[config.mk]
export PLATFORM = sky130hd
export DESIGN_NAME = uart_rx_path
export DESIGN_NICKNAME = d
export VERILOG_FILES = /design/src/rtl/uart_rx_path.sv
export SDC_FILE = /design/constraint.sdc
export NUM_CORES = 1
export LEC_CHECK = 0
export BUFFER_PORTS_ARGS = -buffer_cell sky130_fd_sc_hd__buf_2
export CORE_ASPECT_RATIO = 1.75
export CORE_MARGIN = 1.5
export CORE_UTILIZATION = 50
export CTS_BUF_LIST = sky130_fd_sc_hd__clkbuf_16
export DETAILED_ROUTE_END_ITERATION = 8
export HOLD_SLACK_MARGIN = 0.06
export PLACE_DENSITY_LB_ADDON = 0.12
export RECOVER_POWER = 50
export SETUP_SLACK_MARGIN = 0.4
export SLEW_MARGIN = 25
export SYNTH_ARGS = -nofsm -noshare
export SYNTH_HDL_FRONTEND = slang
export SYNTH_SLANG_ARGS = --single-unit
[constraint.sdc]
create_clock -name clk -period 8.95 [get_ports clk]
set_clock_uncertainty 0.1 [all_clocks]
set_input_delay 0.4475 -clock clk [delete_from_list [all_inputs] [get_ports clk]]
set_output_delay 0.4475 -clock clk [all_outputs]
set_load 0.01 [all_outputs]
[src/rtl/uart_rx_path.sv]
// uart_rx_path: UART receive path (rxd sync, 16x oversampled 8N1/8x1 deserialiser, RX FIFO)
// Ports:
//   clk, rst_n              clock, synchronous active-low reset
//   baud_div[15:0]          clk cycles per 16x sample tick (0 treated as 1)
//   trig_lvl[1:0]           rx_trig_o level: 0->1, 1->4, 2->8, 3->FIFO_DEPTH-2 bytes
//   parity_odd              1=odd, 0=even parity (parity build only)
//   rxd                     async serial input, idle high
//   rx_rd                   pop FIFO head
//   rx_data[7:0]            FIFO head (show-ahead), rx_empty, rx_count
//   rx_trig_o, rts          registered level trigger and active-low flow control
//   frame_err, parity_err, overrun_err   1-cycle error pulses
// Build option: define UART_RX_PARITY_EN for 8-data+parity+stop frames; otherwise 8N1 only.
module uart_rx_path #(
  parameter int FIFO_DEPTH = 16,
  parameter int RTS_MARGIN = 2
) (
  input  logic                          clk,
  input  logic                          rst_n,
  input  logic [15:0]                   baud_div,
  input  logic [1:0]                    trig_lvl,
  input  logic                          parity_odd,
  input  logic                          rxd,
  input  logic                          rx_rd,
  output logic [7:0]                    rx_data,
  output logic                          rx_empty,
  output logic [$clog2(FIFO_DEPTH):0]   rx_count,
  output logic                          rx_trig_o,
  output logic                          rts,
  output logic                          frame_err,
  output logic                          parity_err,
  output logic                          overrun_err
);
  localparam int AW = $clog2(FIFO_DEPTH);
  localparam int CW = AW + 1;
`ifdef UART_RX_PARITY_EN
  typedef enum logic [2:0] {IDLE, START, DATA, STOP, PARITY} state_t;
`else
  typedef enum logic [2:0] {IDLE, START, DATA, STOP} state_t;
`endif
  state_t state;
  logic rxd_q, rxd_s, tick, push, full, rd_ok, wr_ok, need_high;
  logic [15:0] bcnt;
  logic [3:0] sc;
  logic [2:0] bit_idx;
  logic [7:0] shreg;
  logic [7:0] mem [FIFO_DEPTH];
  logic [AW-1:0] wp, rp, rp_n;
  logic [CW-1:0] cnt_n;
  logic [31:0] trig_thr;
`ifdef UART_RX_PARITY_EN
  logic par_bad;
`else
  logic unused_parity_odd;
  assign unused_parity_odd = parity_odd;
`endif
  assign tick     = bcnt == 16'd0;
  // the stop bit is sampled mid-bit and the byte leaves the deserialiser on that very tick
  assign push     = tick && state == STOP && sc == 4'd15;
  assign full     = rx_count == CW'(FIFO_DEPTH);
  assign rd_ok    = rx_rd && !rx_empty;
  // a same-cycle pop frees the slot, so a full FIFO still accepts the byte
  assign wr_ok    = push && (!full || rd_ok);
  assign rp_n     = rp + AW'(rd_ok);
  assign cnt_n    = rx_count + CW'(wr_ok) - CW'(rd_ok);
  assign rx_empty = rx_count == '0;
  assign trig_thr = trig_lvl == 2'd0 ? 32'd1 : trig_lvl == 2'd1 ? 32'd4 :
                    trig_lvl == 2'd2 ? 32'd8 : 32'(FIFO_DEPTH - 2);
  always_ff @(posedge clk) begin
    if (!rst_n) begin
      rxd_q <= 1'b1;
      rxd_s <= 1'b1;
      bcnt  <= '0;
    end else begin
      rxd_q <= rxd;
      rxd_s <= rxd_q;
      bcnt  <= tick ? (baud_div == 16'd0 ? 16'd0 : baud_div - 16'd1) : bcnt - 16'd1;
    end
  end
  // sc is zeroed at mid-start, so every later mid-bit sample lands on sc==15
  always_ff @(posedge clk) begin
    if (!rst_n) begin
      state     <= IDLE;
      sc        <= '0;
      bit_idx   <= '0;
      shreg     <= '0;
      need_high <= 1'b0;
`ifdef UART_RX_PARITY_EN
      par_bad   <= 1'b0;
`endif
    end else if (tick) begin
      sc <= sc + 4'd1;
      case (state)
        IDLE: begin
          sc <= '0;
          // after a bad stop bit the line must return high before a new start counts
          if (rxd_s) need_high <= 1'b0;
          else if (!need_high) state <= START;
        end
        START: if (sc == 4'd7) begin
          state   <= rxd_s ? IDLE : DATA;
          sc      <= '0;
          bit_idx <= '0;
        end
        DATA: if (sc == 4'd15) begin
          shreg   <= {rxd_s, shreg[7:1]};
          bit_idx <= bit_idx + 3'd1;
`ifdef UART_RX_PARITY_EN
          if (bit_idx == 3'd7) state <= PARITY;
`else
          if (bit_idx == 3'd7) state <= STOP;
`endif
        end
`ifdef UART_RX_PARITY_EN
        PARITY: if (sc == 4'd15) begin
          par_bad <= rxd_s != (^shreg ^ parity_odd);
          state   <= STOP;
        end
`endif
        STOP: if (sc == 4'd15) begin
          need_high <= !rxd_s;
          state     <= IDLE;
        end
        default: state <= IDLE;
      endcase
    end
  end
  always_ff @(posedge clk) begin
    if (wr_ok) mem[wp] <= shreg;
  end
  always_ff @(posedge clk) begin
    if (!rst_n) begin
      wp          <= '0;
      rp          <= '0;
      rx_count    <= '0;
      rx_data     <= '0;
      rx_trig_o   <= 1'b0;
      rts         <= 1'b1;
      frame_err   <= 1'b0;
      parity_err  <= 1'b0;
      overrun_err <= 1'b0;
    end else begin
      if (wr_ok) wp <= wp + AW'(1);
      rp       <= rp_n;
      rx_count <= cnt_n;
      // registered show-ahead head; bypass when the new byte becomes the head
      if (cnt_n != '0) rx_data <= (wr_ok && wp == rp_n) ? shreg : mem[rp_n];
      rx_trig_o   <= 32'(rx_count) >= trig_thr;
      rts         <= 32'(rx_count) >= 32'(FIFO_DEPTH - RTS_MARGIN);
      frame_err   <= push && !rxd_s;
      overrun_err <= push && !wr_ok;
`ifdef UART_RX_PARITY_EN
      parity_err  <= push && par_bad;
`else
      parity_err  <= 1'b0;
`endif
    end
  end
endmodule

==> summary.txt, run 1 <==
GRT
  • Global-route wire length before repair: around 28 mm
  • Total track usage: 21.4%
  • Vias in the first global route: between 5000 and 6000
  • Congestion Overflow GR: 0
  • Initial antenna violation count: 0
  • Largest net degree at the start of global routing: 38

Critical path
  • Startpoint types: flop
  • Crit end category: flop
  • R2R cell count: 14
  • CP max-delay cell: nor3_1
  • Req. time, crit path: 9.17 ns
  • CP Class: flop to flop
  • WP data arrival: 4.61 ns
  • Peak fanout along the critical path: 10
  • Crit-path max cell delay: a little under 0.6 ns
  • Cell breakdown of the critical path: inv_1 -> ha_1 -> and2b_2 -> nand4_1 -> nor3_1 -> a21o_1 -> ha_1 -> inv_1 -> fa_1 -> xnor2_1 -> or3b_1 -> o31ai_4 -> nor3_4 -> a221o_1

Route
  • TritonRoute pass-1 iters: 4
  • Via count: between 5000 and 6000
  • DR iter-0 viols: ~290
  • Drt total wl: approximately 17 mm
  • Wire per inst: ~19 µm
  • DR vias/cell: around 5.5
  • DRC viols: 0
  • ANT nets after route: 0

Timing
  • Worst-margin pin slew: 1.36 ns
  • Setup TNS: 0 ns
  • RSZ-0062 raised after global routing: no
  • Max_slew headroom: between 8 and 9%
  • Final setup vio count: 0
  • Slew Viols, Final: 0
  • Final Hold Vio Count: 0
  • Tcrit/Tclk final: approximately half
  • Tmin final: 4.39 ns
  • Fmax: between 200 and 250 MHz

Clocking
  • Cts repair resizes: 0
  • Worst-Skew Late Latency: between 0.4 and 0.5 ns
  • Cts bufs inserted: 17
  • # Post-CTS Setup Buffers: 0
  • Post-cts hold buffer count: 0
  • Clock Path Buffers: 2
  • CTS tree: built
  • Clk pin slew, worst setup/hold paths: 0.07 ns
  • Num Clock Sinks: ~190
  • CTS Root Cell: clkbuf_16
  • H-tree levels: 4

Logic synthesis
  • Yosys cell types: 61
  • Syn Std Cell Area: 0.00836 mm²
  • Synth Flop Type: edfxtp_1
  • Xor-xnor portion of the synthesized cell area: under 10%
  • Synth Area in Adders: under 10%
  • Syn. warnings: 0
  • Post-synthesis mux area share: under 10%
  • Largest family of logic cells by synthesized area: simple AND/OR/NAND/NOR gates
  • Sequential fraction of the synthesis area: around three fifths
  • Synth area leader: edfxtp_1
  • Avg Inst Size Synth: between 10 and 15 µm²
  • Top area cells in the synthesized netlist: edfxtp_1 46%, dfxtp_1 15%, mux4_2 6.7%
  • Post-Syn Instances: around 640
  • Synth Area in Compound Gates: ~6.3%
  • Yosys reg bits: roughly 190
  • Simple-Gate Fraction of Synth Area: about 14%
  • EDFF count, synth: about 130
  • Yosys top cell area share: 46.0%
  • Net Count, Synth: a little under 700
  • Synth async-reset ratio: 0%

Floorplan
  • I/O pins: 42
  • Cell Rows: 62
  • Initial Utilization: 51.1%
  • Total core area: ~0.016 mm²
  • Die Span X: slightly above 100 µm
  • Die Ht: 174 µm
  • Area of the die: roughly 0.018 mm²

Placed design
  • # port buffers: 39
  • Dpl hpwl: roughly 12 mm
  • Final GP Congestion: about 0.81

Pwr
  • Peak supply drop: 0.173 mV
  • Leakage power total: around 3.2 nW
  • Pwr per Cell Area: 279 mW/mm²

Layout
  • Fin util: between 50% and 60%
  • Synth-to-layout area growth: 11.2%
  • Ant. Diodes: 0
  • Fin nets: ~740
  • Layout cells sized above 1: between 10 and 15%
  • Multi-input logic area: between 0.003 and 0.004 mm²
  • Fill count: about 1300
  • Seq. cell area: 0.00506 mm²

Run status
  • Outcome: finished clean

Hold path
  • HP Class: input pin to flop
  • Hold Crit Depth: 2

Flow run
  • Maxcap violations: 0
==> power by group <==
part	switching, W	internal (W)	total (W)	leakage [nW]
logic	0.000448	0.000388	0.000836	1.28
clock network	0.000342	0.000365	0.000707	0.277
registers	0.0000609	0.000988	0.00105	1.68
total	0.000851	0.00174	0.00259	3.24
==> cell usage after synthesis (all sizes together), types with 10 or more instances <==
master / instances
nand3: 14
clkbuf: 13
nor2: 70
a21oi: 25
xor2: 16
edfxtp: 128
buf: 10
dfxtp: 61
nor3: 27
inv: 19
and2: 10
xnor2: 20
nand2b: 10
mux2i: 20
nand2: 62
ha: 23
mux4: 25
==> layout make-up <==
type                       instances  area share (%)
clock inverter                    15            1.32
timing repair buffer              51            2.75
tap                              224            3.01
inverter                          19           0.767
sequential                       189            54.5
multi-input combinational        411            33.1
clock buffer                      17            4.58
==> cells in the final DEF, fill, tap and decap left out, types with 6 or more instances in the layout <==
cell type	n
mux2i_1	20
clkbuf_16	17
and2_1	10
nor2b_1	9
mux4_2	25
a21oi_1	25
a221o_1	8
buf_2	21
ha_1	23
a22oi_1	6
edfxtp_1	128
nand2_1	62
dfxtp_1	61
nor2_1	68
nor3_1	24
nand3_1	14
clkbuf_1	20
o21ai_0	9
xor2_1	15
xnor2_1	20
inv_1	19
nand2b_1	10
buf_4	10
==> sequential cells by signal, summed over array words and instances, names as in the netlist, 2 cells and up <==
register	flops
mem	128
bcnt	16
rx_data	8
shreg	8
rx_count	5
rp	4
sc	4
wp	4
bit_idx	3
state	2
==> through the flow <==
stage / std cells / area [µm²] / hold slack, ns / total power, W / setup WS (ns)
global placement: 894 / 8810 / 0.294 / 0.00192 / 4.63
floorplan: 642 / 8360 / 0.286 / 0.00173 / 5.13
CTS: 926 / 9360 / 0.0787 / 0.00264 / 4.56
finish: 926 / 9300 / 0.0973 / 0.00259 / 4.56
detailed placement: 894 / 8810 / 0.292 / 0.00194 / 4.58
global route: 926 / 9300 / 0.102 / 0.00274 / 4.12
==> kinds of logic after synthesis <==
group	Yosys count
XOR/XNOR	36
other	1
flip-flops	189
AO/OA/AOI/OAI	72
AND/OR/NAND/NOR	232
multiplexers	46
buffers and inverters	42
adder cells (fa/ha/maj)	24
==> metal layers <==
metal | global-route usage (%) | share of wire, % | wire [µm] | vias up
met5 | 0 | 0 | 0 | -
met4 | 7.92 | 2.1 | 361 | 0
met3 | 4.10 | 2.8 | 489 | 22
met2 | 39.5 | 57 | 9880 | 92
met1 | 23.9 | 38 | 6600 | 2518
li1 | - | - | - | 2458
==> path summary, 6_finish.rpt <==
path / end / start / slack, ns
min reg2reg: rxd_s / rxd_q / 0.31
max reg2reg: rx_data[6] / bcnt[0] / 4.56
min: rxd_q / rxd / 0.1
max: rx_data[6] / bcnt[0] / 4.56
==> critical path, delay by kind of cell (launching register included) <==
kind	cells	cell delay, ns
and+or+nand+nor	5	1.68
AOI/OAI and AO/OA	3	1.13
adders and majority gates	3	0.76
DFF	1	0.32
xor gates and xnor gates	1	0.16
buffers and inverters	2	0.13
Note: power is estimated with default switching activity, not from simulation.
==> inputs of run 2 (changes only) <==
==> constraint.sdc (replaced) <==
create_clock -name clk -period 4.3 [get_ports clk]
set_clock_uncertainty 0.1 [all_clocks]
set_input_delay 0.215 -clock clk [delete_from_list [all_inputs] [get_ports clk]]
set_output_delay 0.215 -clock clk [all_outputs]
set_load 0.01 [all_outputs]
==> run 2 against run 1 <==
Clock-buffer cell count stayed put. Via count is 3.2% higher. Critical endpoint is now rx_data[2]. Critical path depth grew 1. Power increased by 120%. Largest cell class unchanged. First-iteration DRC count is 11% lower. Global-route usage up 0.48 points. Setup slack worse by 4.1 ns. Highest routed layer unchanged. Register-to-register slack got worse by 4.1 ns. Non-clock buffer count is 14 higher. Combinational power is 120% higher.
==> summary.txt, run 2 (synthesis gave the netlist of run 1 again) <==
Run status
  • Outcome: finished clean

Timing
  • Tcrit/Tclk final: slightly below 90%
  • Slew Viols, Final: 0
  • Hold slack: between 0.07 and 0.08 ns
  • Final Hold Vio Count: 0
  • Worst-margin pin slew: about 0.94 ns
  • Final setup vio count: 0
  • RSZ-0062 raised after global routing: no
  • Max_slew headroom: a little under two fifths
  • Tmin final: roughly 3.8 ns
  • Setup TNS: 0 ns
  • Fmax: ~260 MHz

Clocking
  • Num Clock Sinks: 189
  • CTS Root Cell: clkbuf_16
  • H-tree levels: 4
  • Clk pin slew, worst setup/hold paths: roughly 0.07 ns
  • Worst-Skew Late Latency: between 0.4 and 0.5 ns
  • Clock Path Buffers: 2
  • CTS tree: built
  • Cts bufs inserted: 17

Hold path
  • HP Class: input pin to flop
  • Hold Crit Depth: 4
  • Hold wc startpoint: baud_div[10]
  • Endpoint of the worst hold path: bcnt[10]

Critical path
  • WP data arrival: 4.04 ns
  • Startpoint types: flop
  • Critical R2R Launch: rx_count[2]
  • Reg-to-Reg End: rx_data[2]
  • Peak fanout along the critical path: 8
  • R2R cell count: 15
  • CP Class: flop to flop
  • Top delay family on crit path: simple AND/OR/NAND/NOR gates
  • Cell breakdown of the critical path: inv_1 -> ha_1 -> or3b_2 -> nor2_1 -> nor2b_1 -> nor2b_4 -> a21o_1 -> ha_1 -> inv_1 -> fa_2 -> or3b_4 -> o31ai_4 -> buf_6 -> nor3_4 -> a221o_1
  • Reg2reg setup slack: around 0.47 ns
  • Critical path origin: rx_count[2]
  • Crit end category: flop
  • CP max-delay cell: fa_2
  • Worst path bufs/invs: 3
  • Req. time, crit path: 4.51 ns
  • Crit-path max cell delay: between 0.5 and 0.6 ns

Layout
  • Leading cell type in the layout, fill and taps excluded: edfxtp_1
  • Fill count: 1312
  • Most frequent cells in the layout: 128 x edfxtp_1, 67 x nor2_1, 62 x nand2_1
  • Ant. Diodes: 0
  • Max reg flops: about 130
  • Top flop regs: mem (128), bcnt (16)
  • Synth-to-layout area growth: 13.9%
  • Layout cells sized above 1: around 16%
  • Biggest register: mem
  • Fin nets: between 700 and 800

Route
  • Drt total wl: ~18 mm
  • ANT nets after route: 0
  • DR iter-0 viols: around 250
  • Wire per inst: between 15 and 20 µm
  • TritonRoute pass-1 iters: 4
  • DR vias/cell: 5.59
  • DRC viols: 0
  • Via count: around 5300

Floorplan
  • Die Ht: around 170 µm
  • Die Span X: ~100 µm
  • I/O pins: 42
  • Total core area: about 0.016 mm²
  • Area of the die: between 0.015 and 0.02 mm²
  • Initial Utilization: about half
  • Cell Rows: between 60 and 70

Pwr
  • Peak supply drop: around 0.38 mV
  • Leakage power total: 3.33 nW
  • Pwr per Cell Area: 589 mW/mm²

Placed design
  • Dpl hpwl: 12.6 mm
  • Final GP Congestion: between 0.8 and 0.9
  • # port buffers: 39

Flow run
  • Maxcap violations: 0

GRT
  • Congestion Overflow GR: 0
  • Total track usage: 21.9%
  • Vias in the first global route: around 5500
  • Initial antenna violation count: 0
  • Global-route wire length before repair: 28.9 mm
  • Largest net degree at the start of global routing: 38
==> run 2: final cells by class <==
type	count	area [µm²]	area share [%]
multi-input combinational	411	3120	32.8
clock buffer	17	425	4.47
sequential	189	5060	53.2
inverter	19	71.3	0.749
clock inverter	15	174	1.83
timing repair buffer	65	383	4.02
tap	224	280	2.94
==> run 2: stage by stage <==
step                      worst slack, ns  total power [W]  area (µm²)  cells  util [%]
after global placement              0.410          0.00404        8880    902      54.2
after global routing                0.225          0.00591        9520    940      58.2
final                               0.473          0.00560        9520    940      58.2
after detailed placement            0.334          0.00410        8880    902      54.2
after floorplan                     0.482          0.00360        8360    642         -
after CTS                           0.431          0.00567        9550    940      58.4
==> run 2: worst max path at each step <==
| stage | endpoint | cells after the start |
|---|---|---|
| after floorplan | rx_data[2] | 15 |
| after global placement | rx_data[6] | 16 |
| after detailed placement | rx_data[2] | 16 |
| after CTS | rx_data[2] | 14 |
| after global routing | rx_data[2] | 15 |
| final | rx_data[2] | 15 |
==> run 2: timing repair <==
item | CTS | global route
resized for setup | 4 | 7
endpoints found under the setup margin | 8 | 8
hold buffers | 6 | 0
pin swaps | 0 | 1
buffers inserted | 0 | 0
hold endpoints to repair | 6 | 0
==> run 2: report_power, final <==
part | switching (W) | internal, W
Combinational | 0.000980 | 0.000872
Sequential | 0.000132 | 0.00206
Clock | 0.000732 | 0.000832
Total | 0.00184 | 0.00376
==> run 2: worst reg2reg max path: cells and delay by family, from the launching register on <==
kind,cells,cell delay [ns]
fa+ha+maj,3,0.91
compound gates,3,0.73
simple gates,6,1.20
buf+inv,3,0.34
flops,1,0.44
==> run 2: routing by layer <==
metal | routed length (µm) | vias up | track usage [%]
li1 | - | 2490 | -
met1 | 6430 | 2608 | 23.5
met2 | 10200 | 132 | 41.8
met3 | 751 | 24 | 3.22
met4 | 419 | 0 | 8.63
met5 | 0 | - | 0
==> inputs of run 3 (changes only) <==
--- a/config.mk
+++ b/config.mk
@@ -6,7 +6,8 @@
 export NUM_CORES = 1
 export LEC_CHECK = 0
 export BUFFER_PORTS_ARGS = -buffer_cell sky130_fd_sc_hd__buf_2
-export CORE_ASPECT_RATIO = 1.75
+export CAP_MARGIN = 20
+export CORE_ASPECT_RATIO = 2
 export CORE_MARGIN = 1.5
 export CORE_UTILIZATION = 50
 export CTS_BUF_LIST = sky130_fd_sc_hd__clkbuf_16
==> run 3 against run 2 <==
Sequential cell count unchanged. Critical path depth grew 2. Register-to-register slack better by 0.04 ns. Cell count decreased by 1.6%. Critical path type unchanged.
==> summary.txt, run 3 (synthesis gave the netlist of run 1 again) <==
Layout
  • Most frequent cells in the layout: 128 x edfxtp_1, 68 x nor2_1, 62 x nand2_1
  • Biggest register: mem
  • Fin util: approximately three fifths
  • Max reg flops: between 100 and 150
  • Ant. Diodes: 0
  • Fin nets: about 760
  • Leading cell type in the layout, fill and taps excluded: edfxtp_1
  • Synth-to-layout area growth: 13.7%
  • Layout cells sized above 1: ~16%
  • Top flop regs: mem (128), bcnt (16)
  • Post-route design area: 0.00950 mm²

Clocking
  • Cts bufs inserted: 17
  • Clock Path Buffers: 2
  • H-tree levels: 4
  • Num Clock Sinks: approximately 190
  • Worst-Skew Late Latency: around 0.43 ns
  • Clk pin slew, worst setup/hold paths: about 0.07 ns
  • CTS Root Cell: clkbuf_16
  • CTS tree: built

Critical path
  • CP Class: flop to flop
  • Worst path bufs/invs: 4
  • Top delay family on crit path: simple AND/OR/NAND/NOR gates
  • Critical path origin: rx_count[2]
  • Cell breakdown of the critical path: inv_1 -> ha_1 -> or3b_4 -> nor2_1 -> nor2b_2 -> nor2b_4 -> a21o_1 -> ha_1 -> inv_1 -> fa_1 -> xnor2_1 -> or3b_4 -> o31ai_4 -> buf_6 -> nor3_4 -> buf_4 -> a221o_1
  • Reg2reg setup slack: approximately 0.51 ns
  • R2R cell count: 17
  • Critical R2R Launch: rx_count[2]
  • CP max-delay cell: dfxtp_1
  • WP data arrival: 4.00 ns
  • Peak fanout along the critical path: 8
  • Req. time, crit path: around 4.5 ns
  • CP Depth: 17
  • Crit-path max cell delay: ~0.43 ns
  • Reg-to-Reg End: rx_data[2]
  • Crit path capture: rx_data[2]
  • Crit end category: flop
  • Startpoint types: flop

Placed design
  • Final GP Congestion: between 0.8 and 0.9
  • # port buffers: 39
  • Dpl hpwl: between 10 and 15 mm
  • Cell Area, Placed: around 0.0088 mm²

Route
  • ANT nets after route: 0
  • Drt total wl: roughly 18 mm
  • Wire per inst: a little under 20 µm
  • DRC viols: 0
  • Via count: around 5200
  • TritonRoute pass-1 iters: 4
  • DR vias/cell: 5.66
  • DR iter-0 viols: approximately 260

Timing
  • Hold slack: ~0.075 ns
  • Fmax: approximately 260 MHz
  • RSZ-0062 raised after global routing: no
  • Final setup vio count: 0
  • Final Hold Vio Count: 0
  • Setup TNS: 0 ns
  • Max_slew headroom: between 10% and 20%
  • Tmin final: 3.79 ns
  • Tcrit/Tclk final: between 80 and 90%
  • Slew Viols, Final: 0
  • Worst-margin pin slew: between 1 and 1.5 ns

Floorplan
  • Die Span X: between 90 and 100 µm
  • Die Ht: 186 µm
  • Total core area: about 0.016 mm²
  • Cell Rows: 66
  • Area of the die: 0.0175 mm²
  • I/O pins: 42
  • Initial Utilization: a little over 50%

GRT
  • Congestion Overflow GR: 0
  • Global-route wire length before repair: roughly 28 mm
  • Initial antenna violation count: 0
  • Vias in the first global route: about 5400
  • Total track usage: between 20% and 30%
  • Largest net degree at the start of global routing: 38

Pwr
  • Flop pwr share: roughly two fifths
  • Switching Fraction: between 30% and 40%
  • Leakage power total: ~3.3 nW
  • Sw power: ~0.0018 W
  • Pwr per Cell Area: about 590 mW/mm²
  • Total power: 0.00562 W
  • Clk pwr share: between 20 and 30%
  • Internal: roughly 0.0038 W
  • Gate power share: about 34%
  • Peak supply drop: 0.354 mV

Hold path
  • HP Class: input pin to flop

Flow run
  • Maxcap violations: 0

Run status
  • Outcome: finished clean
run 3: changes by cell type in the layout (fill, tap and decap cells not counted), moves of 3 or more:
| cell | change |
|---|---|
| buf_4 | +5 |
| clkinv_8 | -3 |
| inv_1 | +3 |
| inv_6 | -3 |
run 3: power by group through the flow:
stage | registers [W] | clock network, W | logic (W)
4_1_cts | 0.00218 | 0.00157 | 0.00192
6_report | 0.00219 | 0.00154 | 0.00189
3_3_place_gp | 0.00221 | 0 | 0.00187
3_5_place_dp | 0.00222 | 0 | 0.00191
2_1_floorplan | 0.00222 | 0 | 0.00138
5_1_grt | 0.00221 | 0.00162 | 0.00208
run 3: worst min-delay path by stage:
| stage | cells past startpoint | end | startpoint |
|---|---|---|---|
| CTS | 4 | bcnt[10] | baud_div[10] |
| floorplan | 1 | rxd_q | rst_n |
| global placement | 2 | rxd_q | rxd |
| global route | 5 | bcnt[13] | baud_div[13] |
| detailed placement | 1 | rxd_s | rxd_q |
| finish | 4 | bcnt[10] | baud_div[10] |
run 3: metal layers:
| metal | vias up | track usage (%) | part of all wire [%] |
|---|---|---|---|
| li1 | 2505 | - | - |
| met1 | 2571 | 21.1 | 34 |
| met2 | 122 | 43.4 | 58 |
| met5 | - | 0 | 0 |
| met4 | 0 | 11.8 | 4.4 |
| met3 | 37 | 4.08 | 3.1 |
run 3: layout make-up:
cell class	instances	area (µm²)
sequential	189	5060
multi-input combinational	411	3110
inverter	19	71.3
clock inverter	15	151
tap	204	255
timing repair buffer	70	424
fill	1375	6850
clock buffer	17	425
run 3: timing repair:
action | CTS | global route
hold buffers | 7 | 0
pin swaps | 0 | 4
setup endpoints to repair | 8 | 8
cloned | 0 | 0
resized for setup | 3 | 10
endpoints found under the hold margin | 7 | 0
setup buffers | 0 | 5
run 3: worst min-delay path, delay by kind of cell:
family	cells	cell delay, ns
AO/OA/AOI/OAI	1	0.06
XOR/XNOR	1	0.12
buffers and inverters	1	0.10
AND/OR/NAND/NOR	1	0.07
run 3: metrics by stage:
stage,worst slack [ns],instances
global route,0.279,925
detailed placement,0.375,881
finish,0.515,925
floorplan,0.482,642
CTS,0.460,920
global placement,0.423,881
